**config.mk**
```make
export PLATFORM = sky130hd
export DESIGN_NAME = cmp_pipe_flat
export DESIGN_NICKNAME = d
export VERILOG_FILES = /design/src/rtl/cmp_pipe_if.sv /design/src/rtl/cmp_pipe.sv /design/src/flat_wrapper.sv
export SDC_FILE = /design/constraint.sdc
export NUM_CORES = 1
export LEC_CHECK = 0
export ABC_AREA = 1
export BUFFER_PORTS_ARGS = -buffer_cell sky130_fd_sc_hd__buf_2
export CORE_AREA = 2 2 58 60
export DETAILED_ROUTE_END_ITERATION = 7
export DIE_AREA = 0 0 60 62
export GPL_TIMING_DRIVEN = 0
export PLACE_DENSITY = 0.75
export SLEW_MARGIN = 20
export SYNTH_ARGS = -nofsm -noshare
export SYNTH_HDL_FRONTEND = slang
export SYNTH_SLANG_ARGS = --single-unit
```
**constraint.sdc**
```tcl
create_clock -name clk -period 1.39 [get_ports clk]
set_clock_uncertainty 0.2 [all_clocks]
set_input_delay 0 -clock clk [delete_from_list [all_inputs] [get_ports clk]]
set_output_delay 0 -clock clk [all_outputs]
set_load 0.005 [all_outputs]
```
**src/rtl/cmp_pipe_if.sv**
```systemverilog
// -----------------------------------------------------------------------------
// cmp_pipe_if : request/result bundle for the cmp_pipe comparator.
//
//   in_valid / in_ready  : request handshake (producer -> comparator)
//   a, b                 : WIDTH-bit operands
//   op                   : relation select (eq, ne, lt, le, gt, ge; 110/111 reserved)
//   sgn                  : two's-complement compare request
//   out_valid / out_ready: result handshake (comparator -> consumer)
//   z, err               : relation result, reserved-op flag
//
// master : the producer/consumer side (drives requests, takes results)
// slave  : the comparator side
// -----------------------------------------------------------------------------
interface cmp_pipe_if #(
   parameter int WIDTH = 32
);
   logic             in_valid;
   logic             in_ready;
   logic [WIDTH-1:0] a;
   logic [WIDTH-1:0] b;
   logic [2:0]       op;
   logic             sgn;
   logic             out_valid;
   logic             out_ready;
   logic             z;
   logic             err;

   modport master (
      output in_valid, a, b, op, sgn, out_ready,
      input  in_ready, out_valid, z, err
   );

   modport slave (
      input  in_valid, a, b, op, sgn, out_ready,
      output in_ready, out_valid, z, err
   );
endinterface

```
**src/rtl/cmp_pipe.sv**
```systemverilog
// -----------------------------------------------------------------------------
// cmp_pipe : pipelined two-operand comparator with run-time relation select
//            and valid/ready flow control on both sides.
//
// Parameters
//   WIDTH  : operand width in bits (>= 1)
//   STAGES : pipeline depth in register stages (>= 1)
//
// Ports
//   clk    : clock, rising edge
//   rst    : asynchronous active-high reset, clears every stage valid and z/err
//   bus    : cmp_pipe_if slave modport (request in, result out)
//
// Build option
//   CMP_SIGNED_EN : when defined, sgn=1 selects a two's-complement less-than;
//                   when undefined, sgn is ignored and no sign logic exists.
//
// Structure
//   STAGES = 1 : inputs are compared and the relation is registered directly.
//   STAGES >= 2: STAGES-2 operand-only stages, then a stage registering the
//                eq/lt partials, then the final stage selecting the relation.
//   Every stage advances on adv = !out_valid || out_ready, so a stalled
//   result freezes the whole pipe (bubbles included).
// -----------------------------------------------------------------------------
module cmp_pipe #(
   parameter int WIDTH  = 32,
   parameter int STAGES = 2
) (
   input logic       clk,
   input logic       rst,
   cmp_pipe_if.slave bus
);

   typedef struct packed {
      logic             v;
      logic [WIDTH-1:0] a;
      logic [WIDTH-1:0] b;
      logic [2:0]       op;
`ifdef CMP_SIGNED_EN
      logic             s;
`endif
   } req_t;

   logic adv;
   logic out_valid_reg;
   logic z_reg;
   logic err_reg;

   req_t in_req;
   req_t cmp_req;      // request the eq/lt partials are formed from
   logic cmp_eq;
   logic cmp_lt;

   // What the final (relation-select) stage sees
   logic       fin_v;
   logic       fin_eq;
   logic       fin_lt;
   logic [2:0] fin_op;

   assign adv           = !out_valid_reg || bus.out_ready;
   assign bus.in_ready  = adv;
   assign bus.out_valid = out_valid_reg;
   assign bus.z         = z_reg;
   assign bus.err       = err_reg;

   always_comb begin
      in_req    = '0;
      in_req.v  = bus.in_valid;
      in_req.a  = bus.a;
      in_req.b  = bus.b;
      in_req.op = bus.op;
`ifdef CMP_SIGNED_EN
      in_req.s  = bus.sgn;
`endif
   end

   // ---------------------------------------------------------------- operands
   generate
      if (STAGES > 2) begin : g_opnd
         localparam int OPS = STAGES - 2;
         req_t opnd_reg [OPS];

         always_ff @(posedge clk or posedge rst) begin
            if (rst) begin
               for (int i = 0; i < OPS; i++) begin
                  opnd_reg[i] <= '0;
               end
            end else if (adv) begin
               opnd_reg[0] <= in_req;
               for (int i = 1; i < OPS; i++) begin
                  opnd_reg[i] <= opnd_reg[i-1];
               end
            end
         end

         assign cmp_req = opnd_reg[OPS-1];
      end else begin : g_no_opnd
         assign cmp_req = in_req;
      end
   endgenerate

   // ---------------------------------------------------------------- compare
   always_comb begin
      cmp_eq = (cmp_req.a == cmp_req.b);
`ifdef CMP_SIGNED_EN
      cmp_lt = cmp_req.s ? ($signed(cmp_req.a) < $signed(cmp_req.b))
                         : (cmp_req.a < cmp_req.b);
`else
      cmp_lt = (cmp_req.a < cmp_req.b);
`endif
   end

   // ---------------------------------------------------------------- partials
   generate
      if (STAGES >= 2) begin : g_part
         logic       part_v_reg;
         logic       part_eq_reg;
         logic       part_lt_reg;
         logic [2:0] part_op_reg;

         always_ff @(posedge clk or posedge rst) begin
            if (rst) begin
               part_v_reg  <= 1'b0;
               part_eq_reg <= 1'b0;
               part_lt_reg <= 1'b0;
               part_op_reg <= 3'b000;
            end else if (adv) begin
               part_v_reg  <= cmp_req.v;
               part_eq_reg <= cmp_eq;
               part_lt_reg <= cmp_lt;
               part_op_reg <= cmp_req.op;
            end
         end

         assign fin_v  = part_v_reg;
         assign fin_eq = part_eq_reg;
         assign fin_lt = part_lt_reg;
         assign fin_op = part_op_reg;
      end else begin : g_no_part
         assign fin_v  = cmp_req.v;
         assign fin_eq = cmp_eq;
         assign fin_lt = cmp_lt;
         assign fin_op = cmp_req.op;
      end
   endgenerate

   // Returns {err, z}
   function automatic logic [1:0] relate(input logic [2:0] o,
                                         input logic       eq,
                                         input logic       lt);
      case (o)
         3'b000:  relate = {1'b0, eq};
         3'b001:  relate = {1'b0, !eq};
         3'b010:  relate = {1'b0, lt};
         3'b011:  relate = {1'b0, lt || eq};
         3'b100:  relate = {1'b0, !lt && !eq};
         3'b101:  relate = {1'b0, !lt};
         default: relate = 2'b10;
      endcase
   endfunction

   // ---------------------------------------------------------------- final
   // z/err only change when a real result arrives; a bubble leaves them as-is.
   always_ff @(posedge clk or posedge rst) begin
      if (rst) begin
         out_valid_reg <= 1'b0;
         z_reg         <= 1'b0;
         err_reg       <= 1'b0;
      end else if (adv) begin
         out_valid_reg <= fin_v;
         if (fin_v) begin
            {err_reg, z_reg} <= relate(fin_op, fin_eq, fin_lt);
         end
      end
   end

endmodule

```
**src/flat_wrapper.sv**
```systemverilog
// flat-port wrapper written by rule: the top's interface ports become plain ports
module cmp_pipe_flat 
#(
   parameter int WIDTH  = 32,
   parameter int STAGES = 2
)
  (clk, rst, bus_in_valid, bus_a, bus_b, bus_op, bus_sgn, bus_out_ready, bus_in_ready, bus_out_valid, bus_z, bus_err);
  cmp_pipe_if #(.WIDTH(WIDTH)) bus_i ();
  input logic clk;
  input logic rst;
  input wire logic [$bits(bus_i.in_valid)-1:0] bus_in_valid;
  input wire logic [$bits(bus_i.a)-1:0] bus_a;
  input wire logic [$bits(bus_i.b)-1:0] bus_b;
  input wire logic [$bits(bus_i.op)-1:0] bus_op;
  input wire logic [$bits(bus_i.sgn)-1:0] bus_sgn;
  input wire logic [$bits(bus_i.out_ready)-1:0] bus_out_ready;
  output wire logic [$bits(bus_i.in_ready)-1:0] bus_in_ready;
  output wire logic [$bits(bus_i.out_valid)-1:0] bus_out_valid;
  output wire logic [$bits(bus_i.z)-1:0] bus_z;
  output wire logic [$bits(bus_i.err)-1:0] bus_err;
  assign bus_i.in_valid = bus_in_valid;
  assign bus_i.a = bus_a;
  assign bus_i.b = bus_b;
  assign bus_i.op = bus_op;
  assign bus_i.sgn = bus_sgn;
  assign bus_i.out_ready = bus_out_ready;
  assign bus_in_ready = bus_i.in_ready;
  assign bus_out_valid = bus_i.out_valid;
  assign bus_z = bus_i.z;
  assign bus_err = bus_i.err;
  cmp_pipe #(.WIDTH(WIDTH), .STAGES(STAGES)) u_core (.clk(clk), .rst(rst), .bus(bus_i));
endmodule
```
# [Yosys cells after proc, flatten, opt, wreduce, memory -nomap -nowiden]
# Index checks and enable logic that the tools add are counted.
[classes] order_cmp=1 eq_ne=6 n_mux=1 reduce_logical=8
[ops] op="$eq A32 B32 Y1" count=1
[ops] op="$lt A32 B32 Y1" count=1
[ops] op="$pmux W2 S6" count=1
[ops] op="$eq A3 B2 Y1 const B" count=2
[ops] op="$eq A3 B3 Y1 const B" count=2
[ops] op="$eq A3 B1 Y1 const B" count=1
[ops] op="$logic_not A1 Y1" count=3
[ops] op="$logic_not A3 Y1" count=1
[ops] op="$logic_or A1 B1 Y1" count=2
[ops] op="$reduce_and A2 Y1" count=1
[ops] op="$logic_and A1 B1 Y1" count=1
[totals] regBits=9 inputBits=72 out_inout_bits=4 word_cells=23

# [Longest topological paths before layout]
[logic_depth] word_depth=3 depth_mapped=14 depth_no_buf=14

# [Worst setup path after synthesis]
# OpenSTA, ideal clock, no wires.
[synth_path] path_type="register -> register" startpoint="register u_core.out_valid_reg, in the netlist u_core.bus.out_valid" endpoint="register u_core.g_part.part_lt_reg, in the netlist u_core.fin_lt" setup_ns=0.116 arrival_time_ns=0.967 required_time_ns=1.074 path_slack_ns=0.106 stages_incl_launch_ff=10 n_path_buf=1 synth_period_minus_slack_ns=1.284 path_cell_list="dfrtp_1 -> inv_1 -> or2_1 -> buf_6 -> nand3b_2 -> nor2_1 -> nand2_1 -> a21oi_1 -> nand2_1 -> nand2_1"
[synth_between] elab_chain_cells=2
[synth_lines] item="start, declared" line="cmp_pipe.sv:45" text="logic out_valid_reg;"
[synth_lines] item="start signal, assigned" line="cmp_pipe.sv:170" text="out_valid_reg <= fin_v;"
[synth_lines] item="$logic_not A1 Y1" line="cmp_pipe.sv:60" text="assign adv = !out_valid_reg || bus.out_ready;"
[synth_lines] item="$logic_or A1 B1 Y1" line="cmp_pipe.sv:60"
[synth_lines] item="end signal, assigned" line="cmp_pipe.sv:130" text="part_lt_reg <= cmp_lt;"
[synth_lines] item="end, declared" line="cmp_pipe.sv:118" text="logic part_lt_reg;"
# Every way passes these cells.
# A chain may end at the register's enable or synchronous reset.

# [Final worst setup path]
[layout_path] startpoint="register u_core.out_valid_reg, in the netlist u_core.bus.out_valid" endpoint="output bus_in_ready"
[layout_between] elab_chain_cells=2
[layout_lines] item="$logic_not A1 Y1" line="cmp_pipe.sv:60"
[layout_lines] item="$logic_or A1 B1 Y1" line="cmp_pipe.sv:60"
[layout_lines] item="end, declared" line="flat_wrapper.sv:17" text="output wire logic [$bits(bus_i.in_ready)-1:0] bus_in_ready;"
# Every way passes these cells.

==> results.sh <==
export IMPL_status="finished, violations left"
export IMPL_violations="hold timing"
export IMPL_drc_errors=0
export IMPL_final_seq_area_um2=225
export IMPL_clock_sinks=9
export IMPL_layout_cells_most_common_list="73 x buf_2, 48 x inv_1, 41 x nand2_1"
export IMPL_cts_root_buf="clkbuf_4"
export IMPL_tritoncts="yes"
export IMPL_ys_ff_latch=9
export IMPL_clk_path_buf_depth=2
export IMPL_grt_pass1_vias=1343
export IMPL_startpoint="u_core.bus.out_valid$_DFFE_PP0N_"
export IMPL_multiInputGateArea_um2=875
export IMPL_rrSetupSlack_ns=0.04
export IMPL_clk_latency_ns=0.27
export IMPL_grt_max_degree=10
export IMPL_vias=1411
export IMPL_period_minus_slack_ns=1.37
export IMPL_syn2layout_area_growth_pct=44.6
export IMPL_critPathCaptureType="output port"
export IMPL_tightest_slew_ns=0.360
export IMPL_cp_required_ns=1.19
export IMPL_setup_worst_path_class="reg -> out"
export IMPL_die_area_um2=3720
export IMPL_ant_nets=0
export IMPL_cp_start_kind="flop"
export IMPL_synth_cells=190
export IMPL_synth_nets=294
export IMPL_routabilityCongestion=0.784
export IMPL_io_buffers=74
export IMPL_final_nets=381
export IMPL_cp_max_fo=4
export IMPL_die_w_um=60
export IMPL_fillCellCount=301
export IMPL_hpwl_mm=2.33
export IMPL_drv_slew=0
export IMPL_finalSetupTns_ns=0
export IMPL_crit_end="bus_in_ready"
export IMPL_fp_row_count=21
export IMPL_antenna_found_initial=0
export IMPL_syn_area_um2=1290
export IMPL_ys_warn_count=0
export IMPL_core_area_um2=3180
export IMPL_min_path_cells=5
export IMPL_htree_levels=1
export IMPL_syn_avg_cell_area_um2=6.77
export IMPL_relSlewSlack_pct=76.0
export IMPL_r2r_start="u_core.bus.out_valid$_DFFE_PP0N_"
export IMPL_r2r_end="u_core.fin_op[0]$_DFFE_PP0N_"
export IMPL_routedWlPerCell_um=8.61
export IMPL_die_h_um=62
export IMPL_antenna_cells=0
export IMPL_rsz0062_at_grt="yes"
export IMPL_post_route_period_util_pct=98.5
export IMPL_final_common_cell="buf_2"
export IMPL_rr_worst_depth=6
export IMPL_power_density_nw_per_um2=562
export IMPL_wl_mm=2.77
export IMPL_hold_viol=1
export IMPL_largest_reg_flops=3
export IMPL_min_path_type="in -> reg"
export IMPL_final_cell_area_um2=1860
export IMPL_leakage_nw=1.20
export IMPL_ys_seq_area_share_pct=17.5
export IMPL_drtIter0Drc=26
export IMPL_detailed_place_area_um2=1710
export IMPL_cp_arrival_ns=1.17
export IMPL_via_per_inst=4.38
export IMPL_grt_ovfl_total=0
export IMPL_maxCapViolations=0
export IMPL_hold_slack_ns=-0.00750
export IMPL_fmax_ghz=0.731
export IMPL_post_synth_num_cell_types=18
export IMPL_grt_pass1_wl_mm=4.77
export IMPL_dr_pass1_iters=4
export IMPL_start_util_pct=40.5
export IMPL_cts_made_buffers=3
export IMPL_vdd_ir_drop_max_mv=0.270
export IMPL_fin_util_pct=58.5
export IMPL_drive_gt1_share_pct=36.2
export IMPL_clk_pin_slew_ns=0.06
export IMPL_grt_usage_pct=16.6
export IMPL_boundaryPins=76
export IMPL_setup_violations=0
-- worst max-delay path: stages, from the launching register on --
cell and delay (ns):
dfrtp_1 0.34, inv_1 0.04, or2_4 0.27, clkbuf_16 0.16, buf_6 0.11
-- through the flow --
stage / worst slack (ns) / std cells / power (mW)
6_report: 0.0214 / 322 / 1.04
3_3_place_gp: 0.0108 / 310 / 0.770
2_1_floorplan: 0.106 / 190 / 0.609
4_1_cts: -0.0419 / 323 / 1.04
5_1_grt: -0.0632 / 322 / 1.17
3_5_place_dp: 0.00453 / 310 / 0.781
-- power by group --
part | leakage (nW) | internal, mW | switching (mW)
clock network | 0.0150 | 0.111 | 0.0972
logic | 1.07 | 0.266 | 0.243
registers | 0.111 | 0.303 | 0.0249
total | 1.20 | 0.680 | 0.365
-- final cells by class --
cell class	instances	area share [%]
flip-flops and latches	9	12.1
clock buffers	4	1.41
plain buffers	1	1.35
repair buffers	83	24.8
well taps	46	3.10
inverters	50	10.2
multi-input cells	129	47.0
-- synthesized netlist by cell type --
cell	instances	area share, %
inv_1	49	14
nand2_1	46	13
ha_1	32	31
nor2_1	16	4.7
a21oi_1	14	5.4
dfrtp_1	9	18
o21ai_0	5	1.9
o21ai_2	5	3.4
nand3_1	3	1.2
nand4_1	3	1.5
a21o_1	1	0.58
buf_6	1	0.88
clkbuf_8	1	1.1
inv_2	1	0.29
nand3b_2	1	0.88
nor3_1	1	0.39
o31ai_2	1	0.97
or2_1	1	0.49
-- routing by layer --
layer | share of wire, % | global-route usage, % | wire length [µm]
met1 | 40 | 17.9 | 1120
met5 | 0 | 0 | 0
met3 | 4.6 | 2.69 | 127
met4 | 2.6 | 6.98 | 73
met2 | 53 | 32.0 | 1460
-- worst min-delay path by stage --
stage             startpoint                      endpoint  slack (ns)
2_1_floorplan            rst    u_core.bus.err$_DFFE_PP0P_       -0.37
3_3_place_gp             rst      u_core.bus.z$_DFFE_PP0P_       -0.22
3_5_place_dp             rst      u_core.bus.z$_DFFE_PP0P_       -0.22
4_1_cts                  rst     u_core.fin_eq$_DFFE_PP0N_        0.04
5_1_grt        bus_out_ready  u_core.fin_op[1]$_DFFE_PP0N_        0.03
6_report       bus_out_ready  u_core.fin_op[1]$_DFFE_PP0N_      -0.007
-- cell families after synthesis --
kind of cell	synth area share (%)
AND/OR/NAND/NOR	22.5
AO/OA/AOI/OAI	12.4
flip-flops	17.5
buffers and inverters	16.5
adder cells (fa/ha/maj)	31.1
-- timing repair --
| action | CTS | global route |
|---|---|---|
| endpoints found under the hold margin | 13 | 0 |
| pin swaps | 0 | 1 |
| resized for setup | 7 | 8 |
| hold buffers | 5 | 0 |
| endpoints found under the setup margin | 1 | 9 |
| buffers inserted | 4 | 0 |
No activity file was read; power rests on OpenSTA's default activity.
